<file path="config.mk">
export PLATFORM = sky130hd
export DESIGN_NAME = pdm_player
export DESIGN_NICKNAME = d
export VERILOG_FILES = /design/src/rtl/pdm_player.sv
export SDC_FILE = /design/constraint.sdc
export NUM_CORES = 1
export LEC_CHECK = 0
export ABC_CLOCK_PERIOD_IN_PS = 10970
export BUFFER_PORTS_ARGS = -buffer_cell sky130_fd_sc_hd__buf_2
export CORE_MARGIN = 2
export CORE_UTILIZATION = 55
export DETAILED_ROUTE_END_ITERATION = 6
export GPL_ROUTABILITY_DRIVEN = 0
export PLACE_DENSITY = 0.78
export SYNTH_ARGS = -nofsm -noshare
export SYNTH_HDL_FRONTEND = slang
export SYNTH_SLANG_ARGS = --single-unit
</file>
<file path="constraint.sdc">
create_clock -name clk -period 10.97 [get_ports clk]
set_input_delay 1.097 -clock clk [delete_from_list [all_inputs] [get_ports clk]]
set_output_delay 1.097 -clock clk [all_outputs]
set_load 0.01 [all_outputs]
</file>
<file path="src/rtl/pdm_player.sv">
// pdm_player: streams packed 7-bit samples from word RAM as a first-order PDM bitstream,
// with a one-word prefetch buffer and sticky underrun reporting.
module pdm_player #(
    parameter int SAMPLE_W = 8,
    parameter int CLOCKS   = 240,
    parameter int ADDR_W   = 16
) (
    input  logic                  clk,
    input  logic                  rst,
    input  logic                  play_en,
    input  logic [ADDR_W-1:0]     base_addr,
    input  logic [ADDR_W-1:0]     num_words,
    output logic                  ram_rd,
    output logic [ADDR_W-1:0]     ram_addr,
    input  logic [4*SAMPLE_W-1:0] ram_rdata,
    input  logic                  ram_rvalid,
    output logic                  pdm_out,
    output logic                  busy,
    output logic                  done,
    output logic                  underrun
);
    localparam int CW = $clog2(CLOCKS);
    typedef enum logic [1:0] {IDLE, FETCH, PLAY} state_t;
    state_t state;
    logic [ADDR_W-1:0] next_addr, fetched, total, words_left;
    logic [4*SAMPLE_W-1:0] play_word, buf_word, shifted;
    logic buf_full, pending;
    logic [1:0] idx;
    logic [CW-1:0] cnt;
    logic [7:0] acc, sum;
    logic [6:0] value;
    logic period_end, can_fetch;
    // index 0 is the most significant sample; its MSB is ignored
    assign shifted    = play_word << (idx * SAMPLE_W);
    assign value      = shifted[4*SAMPLE_W-2 -: 7];
    assign sum        = acc + {1'b0, value};
    assign period_end = cnt == CW'(CLOCKS - 1);
    assign can_fetch  = !buf_full && !pending && fetched != total;
    assign busy       = state != IDLE;
    always_ff @(posedge clk) begin
        if (rst) begin
            state      <= IDLE;
            pdm_out    <= 1'b0;
            ram_rd     <= 1'b0;
            ram_addr   <= '0;
            done       <= 1'b0;
            underrun   <= 1'b0;
            acc        <= '0;
            cnt        <= '0;
            idx        <= '0;
            buf_full   <= 1'b0;
            buf_word   <= '0;
            play_word  <= '0;
            pending    <= 1'b0;
            next_addr  <= '0;
            fetched    <= '0;
            total      <= '0;
            words_left <= '0;
        end else begin
            ram_rd <= 1'b0;
            done   <= 1'b0;
            if (state == IDLE) begin
                if (play_en && num_words != '0) begin
                    state      <= FETCH;
                    ram_rd     <= 1'b1;
                    ram_addr   <= base_addr;
                    next_addr  <= base_addr + 1'b1;
                    fetched    <= ADDR_W'(1);
                    total      <= num_words;
                    words_left <= num_words;
                    pending    <= 1'b1;
                    underrun   <= 1'b0;
                    acc        <= '0;
                    buf_full   <= 1'b0;
                end
            end else if (!play_en) begin
                state    <= IDLE;
                pdm_out  <= 1'b0;
                pending  <= 1'b0;
                buf_full <= 1'b0;
            end else if (state == FETCH) begin
                if (ram_rvalid && pending) begin
                    play_word <= ram_rdata;
                    idx       <= '0;
                    cnt       <= '0;
                    pending   <= 1'b0;
                    state     <= PLAY;
                end
            end else begin
                pdm_out <= sum >= 8'd127;
                acc     <= sum >= 8'd127 ? sum - 8'd127 : sum;
                cnt     <= period_end ? '0 : cnt + 1'b1;
                if (period_end && idx != 2'd3)
                    idx <= idx + 1'b1;
                // underrun keeps idx at 3, so the last sample repeats until data lands
                if (period_end && idx == 2'd3) begin
                    if (words_left == ADDR_W'(1)) begin
                        done    <= 1'b1;
                        state   <= IDLE;
                        pdm_out <= 1'b0;
                    end else if (buf_full) begin
                        play_word  <= buf_word;
                        idx        <= '0;
                        buf_full   <= 1'b0;
                        words_left <= words_left - 1'b1;
                    end else begin
                        underrun <= 1'b1;
                    end
                end
                if (can_fetch) begin
                    ram_rd    <= 1'b1;
                    ram_addr  <= next_addr;
                    next_addr <= next_addr + 1'b1;
                    fetched   <= fetched + 1'b1;
                    pending   <= 1'b1;
                end
                if (ram_rvalid && pending) begin
                    buf_word <= ram_rdata;
                    buf_full <= 1'b1;
                    pending  <= 1'b0;
                end
            end
        end
    end
endmodule

</file>
# After elaboration in Yosys (flattened, before gate mapping)
# Index checks and enable logic that the tools add are counted.
# Widths: inputs -> output; s select.
dict set report word_totals {
  output_inout_bits 21
  latchBits 0
  in_bits 68
  memories 0
  register_bits 170
  wordCells 159
  romBits 0
  mem_bits_rw 0
}
dict set report op_classes {
  n_reduce_logical 30
  mux 78
  shifts 1
  bitwise_logic 4
  addsub 8
  div 0
  multipliers 0
  order_cmp 1
  eq_ne 20
}
# operator count
set op_table {}
lappend op_table {{$mux 16} 22}
lappend op_table {{$mux 32} 5}
lappend op_table {{$mux 8} 8}
lappend op_table {{$add 16x1->16 const B} 3}
lappend op_table {{$shl 32x5->31} 1}
lappend op_table {{$mux 1} 30}
lappend op_table {{$mux 2} 13}
lappend op_table {{$reduce_and 6->1} 3}
lappend op_table {{$eq 16x1->1 const B} 1}
lappend op_table {{$ne 16x16->1} 1}
lappend op_table {{$ne 4x1->1 const B} 4}
lappend op_table {{$reduce_and 4->1} 4}
lappend op_table {{$reduce_bool 16->1} 1}
lappend op_table {{$sub 16x1->16 const B} 1}
lappend op_table {{$reduce_bool 2->1} 7}
lappend op_table {{$ne 2x2->1 const B} 5}
lappend op_table {{$reduce_and 3->1} 3}
lappend op_table {{$add 8x1->8 const B} 1}
lappend op_table {{$add 8x7->8} 1}
lappend op_table {{$eq 8x8->1 const B} 1}
lappend op_table {{$ge 8x7->1 const B} 1}
lappend op_table {{$sub 8x7->8 const B} 1}
lappend op_table {{$logic_and 1x1->1} 6}
lappend op_table {{$ne 2x1->1 const B} 3}
lappend op_table {{other kinds (11)} 16}

# Logic depth before layout (Yosys ltp)
dict set report logic_depth {
  ltp_word 8
  depth_mapped 14
  mapped_depth_nobuf 12
}

# Worst setup path after synthesis
# OpenSTA, ideal clock, no wires.
dict set report synth_path {
  kind {register -> register}
  start {register idx[0]}
  end {register acc[2]}
  t_arrival_ns 3.385
  synth_period_minus_slack_ns 3.502
  path_stages_with_launch 12
  setup_slack_ns 7.468
  required_ns 10.853
  setup_time_ns 0.117
  path_buffers 1
  cell_sequence {dfxtp_1 clkbuf_1 mux4_2 ha_1 fa_1 a211oi_1 o21bai_1 a21oi_1 xor2_1 o21ai_2 a21o_1 a32o_1}
}
dict set report synth_via {
  elab_chain_cells 7
  word_cells_on_any_way 8
  classes_between {2 x add/sub; 1 x order compare; 1 x shift; 4 x mux}
}
# element line
set synth_lines {}
lappend synth_lines {{start: declaration} 28} ;# logic [1:0] idx;
lappend synth_lines {{start signal: assignment} 94} ;# idx <= idx + 1'b1;
lappend synth_lines {{$shl 32x5->31 (*)} 34} ;# assign shifted = play_word << (idx * SAMPLE_W);
lappend synth_lines {{$add 8x7->8 (*)} 36} ;# assign sum = acc + {1'b0, value};
lappend synth_lines {{$sub 8x7->8 / $ge 8x7->1 (equally long branches)} 91} ;# acc <= sum >= 8'd127 ? sum - 8'd127 : sum;
lappend synth_lines {{$mux 8 (*)} 91}
lappend synth_lines {{$mux 8 (*)} 81} ;# end else if (state == FETCH) begin
lappend synth_lines {{$mux 8 (*)} 76} ;# end else if (!play_en) begin
lappend synth_lines {{$mux 8 (*)} 62} ;# if (state == IDLE) begin
lappend synth_lines {{end signal: assignment} 91}
lappend synth_lines {{end: declaration} 30} ;# logic [7:0] acc, sum;
# Every way passes the cells marked *; elsewhere a longest branch is shown, timed or not. The select of a mux whose other input is x is not followed.
# A chain may end at the register's enable or synchronous reset.

# Worst setup path after layout
dict set report layout_path {
  start {register idx[0]}
  end {register acc[5]}
}
# Same word-level chain as after synthesis.

==> run summary <==
sequential element share of the synthesized area = 39.12%
Ys Warns = 0
status = finished, final reports clean
HP Start = next_addr[10]
fin util = 63.45%
CP required = 11280 ps
TritonRoute pass-1 iters = 5
Post-Synthesis Net Count = 1134
clock transition at the registers of the reported paths = 70 ps
largest net degree at the start of global routing = 80
Peak VDD IR = 0.1256 mV
Hold/Removal Path Class = flip-flop to flip-flop
core area = 0.01464 mm²
leakage power = 3.512 nW
ANT nets after route = 0
maxcap violations = 0
# fillers = 1308
top-area cell type share of the netlist area = 39.12%
grt total ovfl = 0
top_reg_cell synth = dfxtp_1
area of the multi-input gates = 0.004695 mm²
Post-Syn Area = 0.008289 mm²
most common cell after layout, fill and taps aside = nand2_1
htree depth = 4
Chip Height = 126.8 µm
slowest CP cell = dfxtp_1
# diodes = 0
# rows = 44
Final min period = 3783 ps
total CTS buffers = 17
synthesized flop and latch total = 162
leading area contributor after synthesis = dfxtp_1
CP peak stage delay = 680 ps
Setup Fix Bufs, Post-CTS = 0
average routed wire per standard cell = 16.17 µm
CP arrival = 4090 ps
DP HPWL = 13500 µm
WS Path Type = flip-flop to flip-flop
Hold Crit Endpoint = next_addr[10]
CP cell instances = mux4_2 -> ha_1 -> fa_1 -> a211oi_1 -> nor2_1 -> xor2_1 -> nand4_1 -> o21ai_2 -> a211oi_1 -> a311o_1
relative slew slack = 17.09%
number of global-route vias before repair = 7115
CTS tree = built
startpoint types = flip-flop
Sequential Area = 0.003243 mm²
Syn Area/Cell = 7.887 µm²
initial antenna violation count = 1
Setup Skew = 11.67 ps
DRC violations left = 0
Hold Crit Depth = 2
commonest cells after routing, fill and taps aside = nand2_1, dfxtp_1, a21oi_1, nor2_1, buf_2
Fmax = 0.2643 GHz
root buffer cell = clkbuf_16
Skew-Pair Late Insertion Delay = 430 ps
Syn Inst Count = 1051
clk sinks = 162
synth top area cells = dfxtp_1, nand2_1, a21oi_1
vias per inst = 6.087
synthesis-to-finish area growth = 12.09%
cell mode on critical path = a211oi_1
IO Count = 89
R2R Path End = acc[5]
reg2reg setup slack = 7190 ps
All-Layer GR Usage = 26.22%
DR iter-0 viols = 645
ys async rst share = 0%
Worst-Margin Slew = 1240 ps
clock buffer depth = 2
die area = 0.01607 mm²
number of synthesized flops with an enable pin = 0
PwrDens = 151.4 mW/mm²
Fin Setup TNS = 0 ps
Worst R2R Start = idx[0]
period utilisation layout = 34.48%
Crit path max-delay family = compound AO/OA/AOI/OAI gates
IO Port Bufs = 84
cts hold-fix bufs = 0
Nets = 1174
unrepaired setup endpoints after global routing = no
Crit. End Element = flip-flop
Final Slew Violations = 0
Max FO, Critical Path = 10
WP buf/inv = 0
Yosys cell types = 76
initial core utilization = 56.60%
final number of setup-violating endpoints = 0
DIE WIDTH = 126.8 µm
Routed Wire Length = 20830 µm
Post-CTS Resized = 0
first-pass GRT wire length = 34760 µm
FF-to-FF path depth = 10
Fin. Hold Viols = 0
layout cells sized above 1 = 13.95%
DR vias = 7840
-- how the worst max path moves through the flow --
stage	from	depth (start not counted)	endpoint
2_1_floorplan	idx[0]	11	acc[2]
3_3_place_gp	idx[0]	10	acc[2]
3_5_place_dp	idx[0]	10	acc[2]
4_1_cts	idx[0]	10	acc[2]
6_report	idx[0]	10	acc[5]
5_1_grt	idx[0]	10	acc[5]
-- sequential cells by signal, summed over array words and instances, names as in the netlist, 2 cells and up --
signal,count
buf_word,28
fetched,16
play_word,28
acc,8
ram_addr,16
state,2
words_left,16
cnt,8
idx,2
next_addr,16
total,16
-- per-layer routing --
layer  part of all wire (%)  GRT usage [%]  up-vias  wire (µm)
met5                  0.062              0        -         13
met3                    5.2          4.935       33       1079
li1                       -              -     3845          -
met4                    1.8          8.533        2        367
met1                     46          35.64     3747       9625
met2                     47          42.35      213       9742
-- report_power, final --
part	switching [mW]	leakage [nW]	total [mW]	internal, mW
Clock	0.268	0.284	0.591	0.323
Combinational	0.115	1.91	0.180	0.0653
Sequential	0.0224	1.32	0.635	0.613
Total	0.405	3.51	1.41	1.00
-- kinds of logic after synthesis --
family,after synthesis,share of synthesized area [%]
and+or+nand+nor,473,26.81
xor gates and xnor gates,45,4.755
muxes,21,3.623
buffers and inverters,84,4.392
DFF,162,39.12
AOI/OAI and AO/OA,251,18.94
adders and majority gates,15,2.355
-- cells in the mapped netlist (7+ instances only) --
| cell type | n |
|---|---|
| mux4_2 | 7 |
| nor3_1 | 23 |
| and3_1 | 14 |
| nand4_1 | 12 |
| dfxtp_1 | 162 |
| a311oi_1 | 10 |
| nor2_1 | 88 |
| a31oi_1 | 32 |
| ha_1 | 14 |
| mux2i_1 | 12 |
| nand3_1 | 81 |
| a22oi_1 | 8 |
| inv_1 | 11 |
| a211oi_1 | 15 |
| xor2_1 | 39 |
| nand2_1 | 196 |
| nor4_1 | 10 |
| a21oi_1 | 100 |
| clkbuf_1 | 47 |
| buf_2 | 15 |
| o211ai_1 | 10 |
| o21ai_0 | 37 |
-- worst reg2reg max path: stages (launching register included) --
cell and delay, ps:
dfxtp_1 680, mux4_2 600, ha_1 240, fa_1 420, a211oi_1 310, nor2_1 110, xor2_1 270, nand4_1 200
o21ai_2 420, a211oi_1 140, a311o_1 280
-- cell type report --
class | instances | area share [%]
Timing Repair Buffer | 93 | 5.279
Inverter | 12 | 0.4848
Clock buffer | 17 | 4.579
Clock inverter | 15 | 1.751
Multi-Input combinational cell | 805 | 50.53
Tap cell | 184 | 2.478
Sequential cell | 162 | 34.90
-- through the flow --
stage / cell area [µm²] / power [mW] / setup WS, ps / instances / hold WS (ps)
floorplan: 8289 / 0.7712 / 7468 / 1051 / 428.4
global placement: 8703 / 0.8224 / 7251 / 1256 / 437.7
detailed placement: 8703 / 0.8259 / 7197 / 1256 / 443.1
CTS: 9291 / 1.414 / 7162 / 1288 / 452.5
global route: 9291 / 1.465 / 6952 / 1288 / 470.4
finish: 9291 / 1.406 / 7187 / 1288 / 452.3
(Power assumes the default switching activity.)
